## config.mk

```make
export PLATFORM = sky130hd
export DESIGN_NAME = hss_rx_bit_aligner_20_flat
export DESIGN_NICKNAME = d
export VERILOG_FILES = /design/src/rtl/hss_rx_bit_aligner_20_if.sv /design/src/rtl/hss_rx_bit_aligner_20.sv /design/src/flat_wrapper.sv
export SDC_FILE = /design/constraint.sdc
export NUM_CORES = 1
export LEC_CHECK = 0
export CAP_MARGIN = 20
export CORE_UTILIZATION = 51
export CTS_CLUSTER_SIZE = 8
export DETAILED_ROUTE_END_ITERATION = 12
export PLACE_DENSITY = 0.8
export SLEW_MARGIN = 15
export SYNTH_ARGS = -nofsm -noshare
export SYNTH_HDL_FRONTEND = slang
export SYNTH_SLANG_ARGS = --single-unit
export TNS_END_PERCENT = 50
```

## constraint.sdc

```tcl
create_clock -name TXDCLK -period 8.2 [get_ports TXDCLK]
set_input_delay 0.82 -clock TXDCLK [delete_from_list [all_inputs] [get_ports TXDCLK]]
set_output_delay 0.82 -clock TXDCLK [all_outputs]
set_load 0.03 [all_outputs]
```

## src/rtl/hss_rx_bit_aligner_20_if.sv

```systemverilog
// rtl/hss_rx_bit_aligner_20_if.sv - raw-word input and realigned-word output bundle for the RX bit aligner
interface hss_rx_bit_aligner_20_if #(
  parameter int W = 20
);
  logic [W-1:0] DIN;
  logic         DIN_VLD;
  logic [W-1:0] DOUT;
  logic         DOUT_VLD;
  logic         SYNC_HIT;
  logic         LOCKED;
  logic [4:0]   BIT_OFS;

  // master: deserializer side plus downstream consumer; slave: the aligner
  modport master (
    output DIN, DIN_VLD,
    input  DOUT, DOUT_VLD, SYNC_HIT, LOCKED, BIT_OFS
  );

  modport slave (
    input  DIN, DIN_VLD,
    output DOUT, DOUT_VLD, SYNC_HIT, LOCKED, BIT_OFS
  );
endinterface

```

## src/rtl/hss_rx_bit_aligner_20.sv

```systemverilog
// rtl/hss_rx_bit_aligner_20.sv - hunt/verify/lock bit aligner that undoes a static 0..19 bit rotation
module hss_rx_bit_aligner_20 #(
  parameter int          W           = 20,
  parameter logic [19:0] SYNC_WORD   = 20'hA5F0C,
  parameter int          SYNC_PERIOD = 16,
  parameter int          LOCK_CNT    = 3,
  parameter int          UNLOCK_CNT  = 4
) (
  input logic                      TXDCLK,
  input logic                      Rst,
  hss_rx_bit_aligner_20_if.slave   bus
);

  typedef enum logic [1:0] {
    ST_HUNT   = 2'd0,
    ST_VERIFY = 2'd1,
    ST_LOCKED = 2'd2
  } state_t;

  localparam logic [15:0] PHASE_LAST = 16'(SYNC_PERIOD - 1);
  localparam logic [7:0]  LOCK_N     = 8'(LOCK_CNT);
  localparam logic [7:0]  UNLOCK_N   = 8'(UNLOCK_CNT);

  state_t         state_q, state_d;
  logic [W-1:0]   prev_q, prev_d;
  logic [15:0]    phase_q, phase_d;
  logic [7:0]     hit_cnt_q, hit_cnt_d;
  logic [7:0]     miss_cnt_q, miss_cnt_d;
  logic [4:0]     bit_ofs_q, bit_ofs_d;
  logic [W-1:0]   dout_q, dout_d;
  logic           dout_vld_q, dout_vld_d;
  logic           sync_hit_q, sync_hit_d;

  logic [2*W-1:0] window;
  logic           hunt_hit;
  logic [4:0]     hunt_k;
  logic [W-1:0]   cur_cand;
  logic           chk_now;
  logic           chk_match;
  logic [15:0]    phase_next;
  logic [7:0]     hit_inc;
  logic [7:0]     miss_inc;

  // cand(k) = {DIN[k-1:0], prev[W-1:k]}; k = 0 selects prev unchanged
  function automatic logic [W-1:0] cand(input logic [2*W-1:0] win, input logic [4:0] k);
    logic [2*W-1:0] sh;
    sh = win >> k;
    return sh[W-1:0];
  endfunction

  assign window     = {bus.DIN, prev_q};
  assign cur_cand   = cand(window, bit_ofs_q);
  assign chk_now    = (phase_q == 16'd0);
  assign chk_match  = (cur_cand == SYNC_WORD);
  assign phase_next = (phase_q == PHASE_LAST) ? 16'd0 : phase_q + 16'd1;
  assign hit_inc    = (hit_cnt_q == 8'hFF) ? hit_cnt_q : hit_cnt_q + 8'd1;
  assign miss_inc   = (miss_cnt_q == 8'hFF) ? miss_cnt_q : miss_cnt_q + 8'd1;

  // Descending scan so the lowest matching offset is the one left standing
  always_comb begin
    hunt_hit = 1'b0;
    hunt_k   = 5'd0;
    for (int k = W - 1; k >= 0; k--) begin
      if (cand(window, 5'(k)) == SYNC_WORD) begin
        hunt_hit = 1'b1;
        hunt_k   = 5'(k);
      end
    end
  end

  always_ff @(posedge TXDCLK) begin
    if (Rst) begin
      state_q <= ST_HUNT;
    end else begin
      state_q <= state_d;
    end
  end

  always_comb begin
    state_d    = state_q;
    prev_d     = prev_q;
    phase_d    = phase_q;
    hit_cnt_d  = hit_cnt_q;
    miss_cnt_d = miss_cnt_q;
    bit_ofs_d  = bit_ofs_q;
    if (bus.DIN_VLD) begin
      prev_d = bus.DIN;
      case (state_q)
        ST_HUNT: begin
          if (hunt_hit) begin
            bit_ofs_d  = hunt_k;
            hit_cnt_d  = 8'd1;
            miss_cnt_d = 8'd0;
            phase_d    = 16'd1;
            state_d    = (LOCK_CNT == 1) ? ST_LOCKED : ST_VERIFY;
          end
        end
        ST_VERIFY: begin
          phase_d = phase_next;
          if (chk_now) begin
            if (chk_match) begin
              hit_cnt_d = hit_inc;
              if (hit_inc == LOCK_N) begin
                state_d    = ST_LOCKED;
                miss_cnt_d = 8'd0;
              end
            end else begin
              // The failing word is not rescanned; the hunt restarts on the next one
              state_d   = ST_HUNT;
              hit_cnt_d = 8'd0;
            end
          end
        end
        ST_LOCKED: begin
          phase_d = phase_next;
          if (chk_now) begin
            if (chk_match) begin
              miss_cnt_d = 8'd0;
            end else begin
              miss_cnt_d = miss_inc;
              if (miss_inc == UNLOCK_N) begin
                state_d = ST_HUNT;
              end
            end
          end
        end
        default: state_d = ST_HUNT;
      endcase
    end
  end

  always_comb begin
    dout_d     = dout_q;
    dout_vld_d = 1'b0;
    sync_hit_d = 1'b0;
    if (bus.DIN_VLD) begin
      dout_d     = cur_cand;
      dout_vld_d = (state_q == ST_LOCKED);
      sync_hit_d = (state_q == ST_LOCKED) && chk_now && chk_match;
    end
  end

  always_ff @(posedge TXDCLK) begin
    if (Rst) begin
      prev_q     <= '0;
      phase_q    <= '0;
      hit_cnt_q  <= '0;
      miss_cnt_q <= '0;
      bit_ofs_q  <= '0;
      dout_q     <= '0;
      dout_vld_q <= 1'b0;
      sync_hit_q <= 1'b0;
    end else begin
      prev_q     <= prev_d;
      phase_q    <= phase_d;
      hit_cnt_q  <= hit_cnt_d;
      miss_cnt_q <= miss_cnt_d;
      bit_ofs_q  <= bit_ofs_d;
      dout_q     <= dout_d;
      dout_vld_q <= dout_vld_d;
      sync_hit_q <= sync_hit_d;
    end
  end

  assign bus.DOUT     = dout_q;
  assign bus.DOUT_VLD = dout_vld_q;
  assign bus.SYNC_HIT = sync_hit_q;
  assign bus.LOCKED   = (state_q == ST_LOCKED);
  assign bus.BIT_OFS  = bit_ofs_q;

endmodule
```

## src/flat_wrapper.sv

```systemverilog
// flat-port wrapper written by rule: the top's interface ports become plain ports
module hss_rx_bit_aligner_20_flat 
#(
  parameter int          W           = 20,
  parameter logic [19:0] SYNC_WORD   = 20'hA5F0C,
  parameter int          SYNC_PERIOD = 16,
  parameter int          LOCK_CNT    = 3,
  parameter int          UNLOCK_CNT  = 4
)
  (TXDCLK, Rst, bus_DIN, bus_DIN_VLD, bus_DOUT, bus_DOUT_VLD, bus_SYNC_HIT, bus_LOCKED, bus_BIT_OFS);
  hss_rx_bit_aligner_20_if #(.W(W)) bus_i ();
  input logic TXDCLK;
  input logic Rst;
  input wire logic [$bits(bus_i.DIN)-1:0] bus_DIN;
  input wire logic [$bits(bus_i.DIN_VLD)-1:0] bus_DIN_VLD;
  output wire logic [$bits(bus_i.DOUT)-1:0] bus_DOUT;
  output wire logic [$bits(bus_i.DOUT_VLD)-1:0] bus_DOUT_VLD;
  output wire logic [$bits(bus_i.SYNC_HIT)-1:0] bus_SYNC_HIT;
  output wire logic [$bits(bus_i.LOCKED)-1:0] bus_LOCKED;
  output wire logic [$bits(bus_i.BIT_OFS)-1:0] bus_BIT_OFS;
  assign bus_i.DIN = bus_DIN;
  assign bus_i.DIN_VLD = bus_DIN_VLD;
  assign bus_DOUT = bus_i.DOUT;
  assign bus_DOUT_VLD = bus_i.DOUT_VLD;
  assign bus_SYNC_HIT = bus_i.SYNC_HIT;
  assign bus_LOCKED = bus_i.LOCKED;
  assign bus_BIT_OFS = bus_i.BIT_OFS;
  hss_rx_bit_aligner_20 #(.W(W), .SYNC_WORD(SYNC_WORD), .SYNC_PERIOD(SYNC_PERIOD), .LOCK_CNT(LOCK_CNT), .UNLOCK_CNT(UNLOCK_CNT)) u_core (.TXDCLK(TXDCLK), .Rst(Rst), .bus(bus_i));
endmodule
```

==> summary by stage <==
Yosys
The combined area of all synthesized cells is around 0.0066 sq mm. Counting every instance in the synthesized netlist gives approximately 770. The async set-reset flop share out of synthesis is 0%.

The synthesized netlist net count is 802. Synthesis instantiated 79 different standard cells from the library. The number of warnings printed during yosys synthesis is 0. The most used flip-flop cell after synthesis is dfxtp_1. The synthesized design contains between 80 and 90 register bits. The share of the Yosys chip area taken by registers is 24.5%. The mean cell area of the mapped netlist is ~8.6 sq um.

The number of synthesized flops with an enable pin is 0.

STA
The number of max-slew violations in the final report was 0. The maximum clock frequency is 220 MHz. The clock skew is 0.00802 ns. For the pin with the worst max-slew slack, the measured transition is 1.02 ns. The clock period minus final worst setup slack is 4.54 ns.

The worst slew margin relative to its limit is 32.0%. Setup repair after global routing left no endpoint under its margin. Setup violations remaining at the end of the flow were counted as 0. In the finished design, the share of the clock period the worst path needs comes to 55.3%. The final-report hold violation count is 0. The sum of negative setup slack is 0 ns.

Placed design
Once placement finished, the instance area stood at 0.00709 sq mm. The sum of net half-perimeters after detailed placement is around 13000 um. The number of buffers added on ports is 50. The last weighted congestion value of the routability-driven placer is between 0.9 and 1.

Job
The max-capacitance violation count is 0.

Detailed routing
The detail route stage leaves a number of antenna-violating nets equal to 0. For this run, design rule violations remaining after detail routing come to 0. The number of vias after detailed routing is about 6500. The detailed router finished its first iteration with about 830 violations. The via count normalized by instance count is between 6 and 7. The detailed-route wire length is 19200 um. The average wire per standard cell is roughly 20 um.

Before antenna repair, the detailed router went through 6 iterations.

Power and ir drop
The total design power is between 0.001 and 0.0015 W. The total power divided by cell area is 135 mW/mm^2. The largest vdd supply drop is around 90 uV. Summed over all cells, the static leakage comes to around 2.6 nW.

Final layout
For this run, the post-layout net count is around 810. 0 antenna diodes ended up in the layout. In the final layout, the share of cells above drive strength 1 is a little over a tenth. The area added between synthesis and finish is 12.0%.

The finished cells cover around 0.0074 sq mm. The filler cell count is ~1100.

Global route
The wire length of the first global-routing pass is ~31000 um. The number of global-route vias before repair is slightly below 6000. The initial antenna violation count is 0. For this run, the total global-route usage over all layers was measured as 29.6%. Entering global routing, the biggest net connects approximately 60 pins. The overflow left after global routing is 0.

Clocking
The count of instances resized after the clock tree is built is 0. The worst-skew pair later-pin latency is 0.35 ns. The count of hold-fix buffers inserted at cts is 0. The root buffer cell chosen for the clock tree is clkbuf_16. TritonCTS created 9 clock buffers.

The clock sink count is 81. The TritonCTS clock tree is built. The level count of the clock H-tree is 3. The post-CTS setup repair buffer count is 0. In this run the deepest clock path goes through 2 buffers. The clock transition at the registers of the reported paths is ~0.06 ns.

Die
For this configuration, the core starts out at a cell density of 52.4%. The number of rows in the core area is 41. The die is around 120 um wide.

The die covers approximately 0.013 sq mm. The number of placed I/O pins is 51. The die height is 116 um. The core region is 0.0126 sq mm.

Run status
The flow ran to the end, and the final reports show no timing, DRC or antenna violations.

Worst hold path
The min-delay analysis places its worst path in the category flop to flop.

Worst setup path
The endpoint class of the critical path is a flop. The worst setup path is launched from an input port. The required time at the worst-slack endpoint is roughly 8.4 ns. The category of the critical setup timing path is input port to flop. The largest fanout of any net on the critical path is 14.

Data arrives at the worst endpoint at approximately 4.7 ns.
-- synthesized netlist by cell type (17+ instances only) --
cell type | n | area (sq um)
nor2_1 | 98 | 368
a21oi_1 | 28 | 140
clkbuf_1 | 33 | 124
nor3_1 | 25 | 125
nand3_1 | 26 | 130
nor4bb_1 | 24 | 240
o22ai_1 | 17 | 106
a211oi_1 | 17 | 128
nand4_1 | 27 | 169
mux4_2 | 37 | 833
nand2_1 | 44 | 165
mux2i_1 | 56 | 561
dfxtp_1 | 81 | 1620
inv_1 | 20 | 75.1
-- routing by layer --
layer	global-route usage, %	wire (um)	vias to the layer above
li1	-	-	2950
met1	41.1	8100	3107
met3	4.81	1580	49
met2	46.4	8970	368
met4	11.2	569	0
met5	0	0	-
-- state kept, by name, indices dropped and copies added (netlist names) --
register / flops
u_core.bus.DOUT: 20
u_core.prev_q: 20
u_core.phase_q: 16
u_core.hit_cnt_q: 8
u_core.miss_cnt_q: 8
u_core.bus.BIT_OFS: 5
u_core.state_q: 2
u_core.bus.DOUT_VLD: 1
u_core.bus.SYNC_HIT: 1
-- final cells by class --
| type | count | area, sq um | area share, % |
|---|---|---|---|
| Clock inverter | 6 | 90.1 | 1.22 |
| Sequential cell | 81 | 1620 | 21.9 |
| Timing Repair Buffer | 56 | 536 | 7.23 |
| Multi-Input combinational cell | 607 | 4630 | 62.5 |
| Clock buffer | 10 | 229 | 3.09 |
| Inverter | 22 | 82.6 | 1.11 |
| Tap cell | 172 | 215 | 2.90 |
-- logic make-up (layout without fill, tap and decap cells) --
kind of cell / after synthesis / in the layout / synth area share [%]
multiplexers: 102 / 102 / 22.6
flip-flops: 81 / 81 / 24.5
XOR/XNOR: 13 / 13 / 1.72
AO/OA/AOI/OAI: 139 / 139 / 14.8
buffers and inverters: 83 / 94 / 5.43
AND/OR/NAND/NOR: 345 / 345 / 29.4
adder cells (fa/ha/maj): 8 / 8 / 1.51
-- cells in the final DEF (no fill, tap or decap), types with 13 or more instances in the layout --
cell type        synthesis  final
dfxtp_1                 81     79
a21oi_1                 28     28
mux4_2                  37     37
o22ai_1                 17     17
nor2_1                  98     98
inv_1                   20     20
a211oi_1                17     17
clkdlybuf4s50_1          0     48
nor4bb_1                24     24
nand3_1                 26     26
nor3_1                  25     25
nand2_1                 44     44
nand4_1                 27     27
mux2i_1                 56     56
nor2b_1                 13     13
and3_1                  16     16
-- critical path, cell delays in order --
cell and delay, ns:
clkdlybuf4s50_1 0.79, nor4bb_1 0.41, nand2_1 0.11, o41ai_1 0.37, a2111o_1 0.24, nor4_2 0.10, a21oi_2 0.46, o21ai_1 0.40
o21bai_1 0.90, nor2_1 0.11
-- per-stage QoR --
stage	util [%]	setup WS, ns	hold slack [ns]	instances
after floorplan	-	5.04	0.452	771
after global placement	56.2	3.57	0.468	938
after detailed placement	56.2	3.34	0.474	938
after CTS	58.7	3.73	0.482	954
after global routing	58.7	3.27	0.509	954
final	58.7	3.66	0.478	954
-- power by group --
| part | leakage [nW] | internal [W] | switching, W |
|---|---|---|---|
| Sequential | 0.661 | 0.000405 | 0.0000237 |
| Clock | 0.153 | 0.000268 | 0.000166 |
| Combinational | 1.75 | 0.0000629 | 0.0000769 |
| Total | 2.56 | 0.000735 | 0.000266 |
-- final timing paths --
kind	startpoint	endpoint	slack (ns)	cells after the start
max	bus_DIN[1]	u_core.phase_q[9]$_SDFFE_PP0P_	3.66	10
min	u_core.bus.DOUT[10]$_SDFFE_PP0P_	u_core.bus.DOUT[10]$_SDFFE_PP0P_	0.48	2
max reg2reg	u_core.prev_q[17]$_SDFFE_PP0P_	u_core.phase_q[9]$_SDFFE_PP0P_	4.00	9
min reg2reg	u_core.bus.DOUT[10]$_SDFFE_PP0P_	u_core.bus.DOUT[10]$_SDFFE_PP0P_	0.48	2
Power figures use the tool's default switching activity.
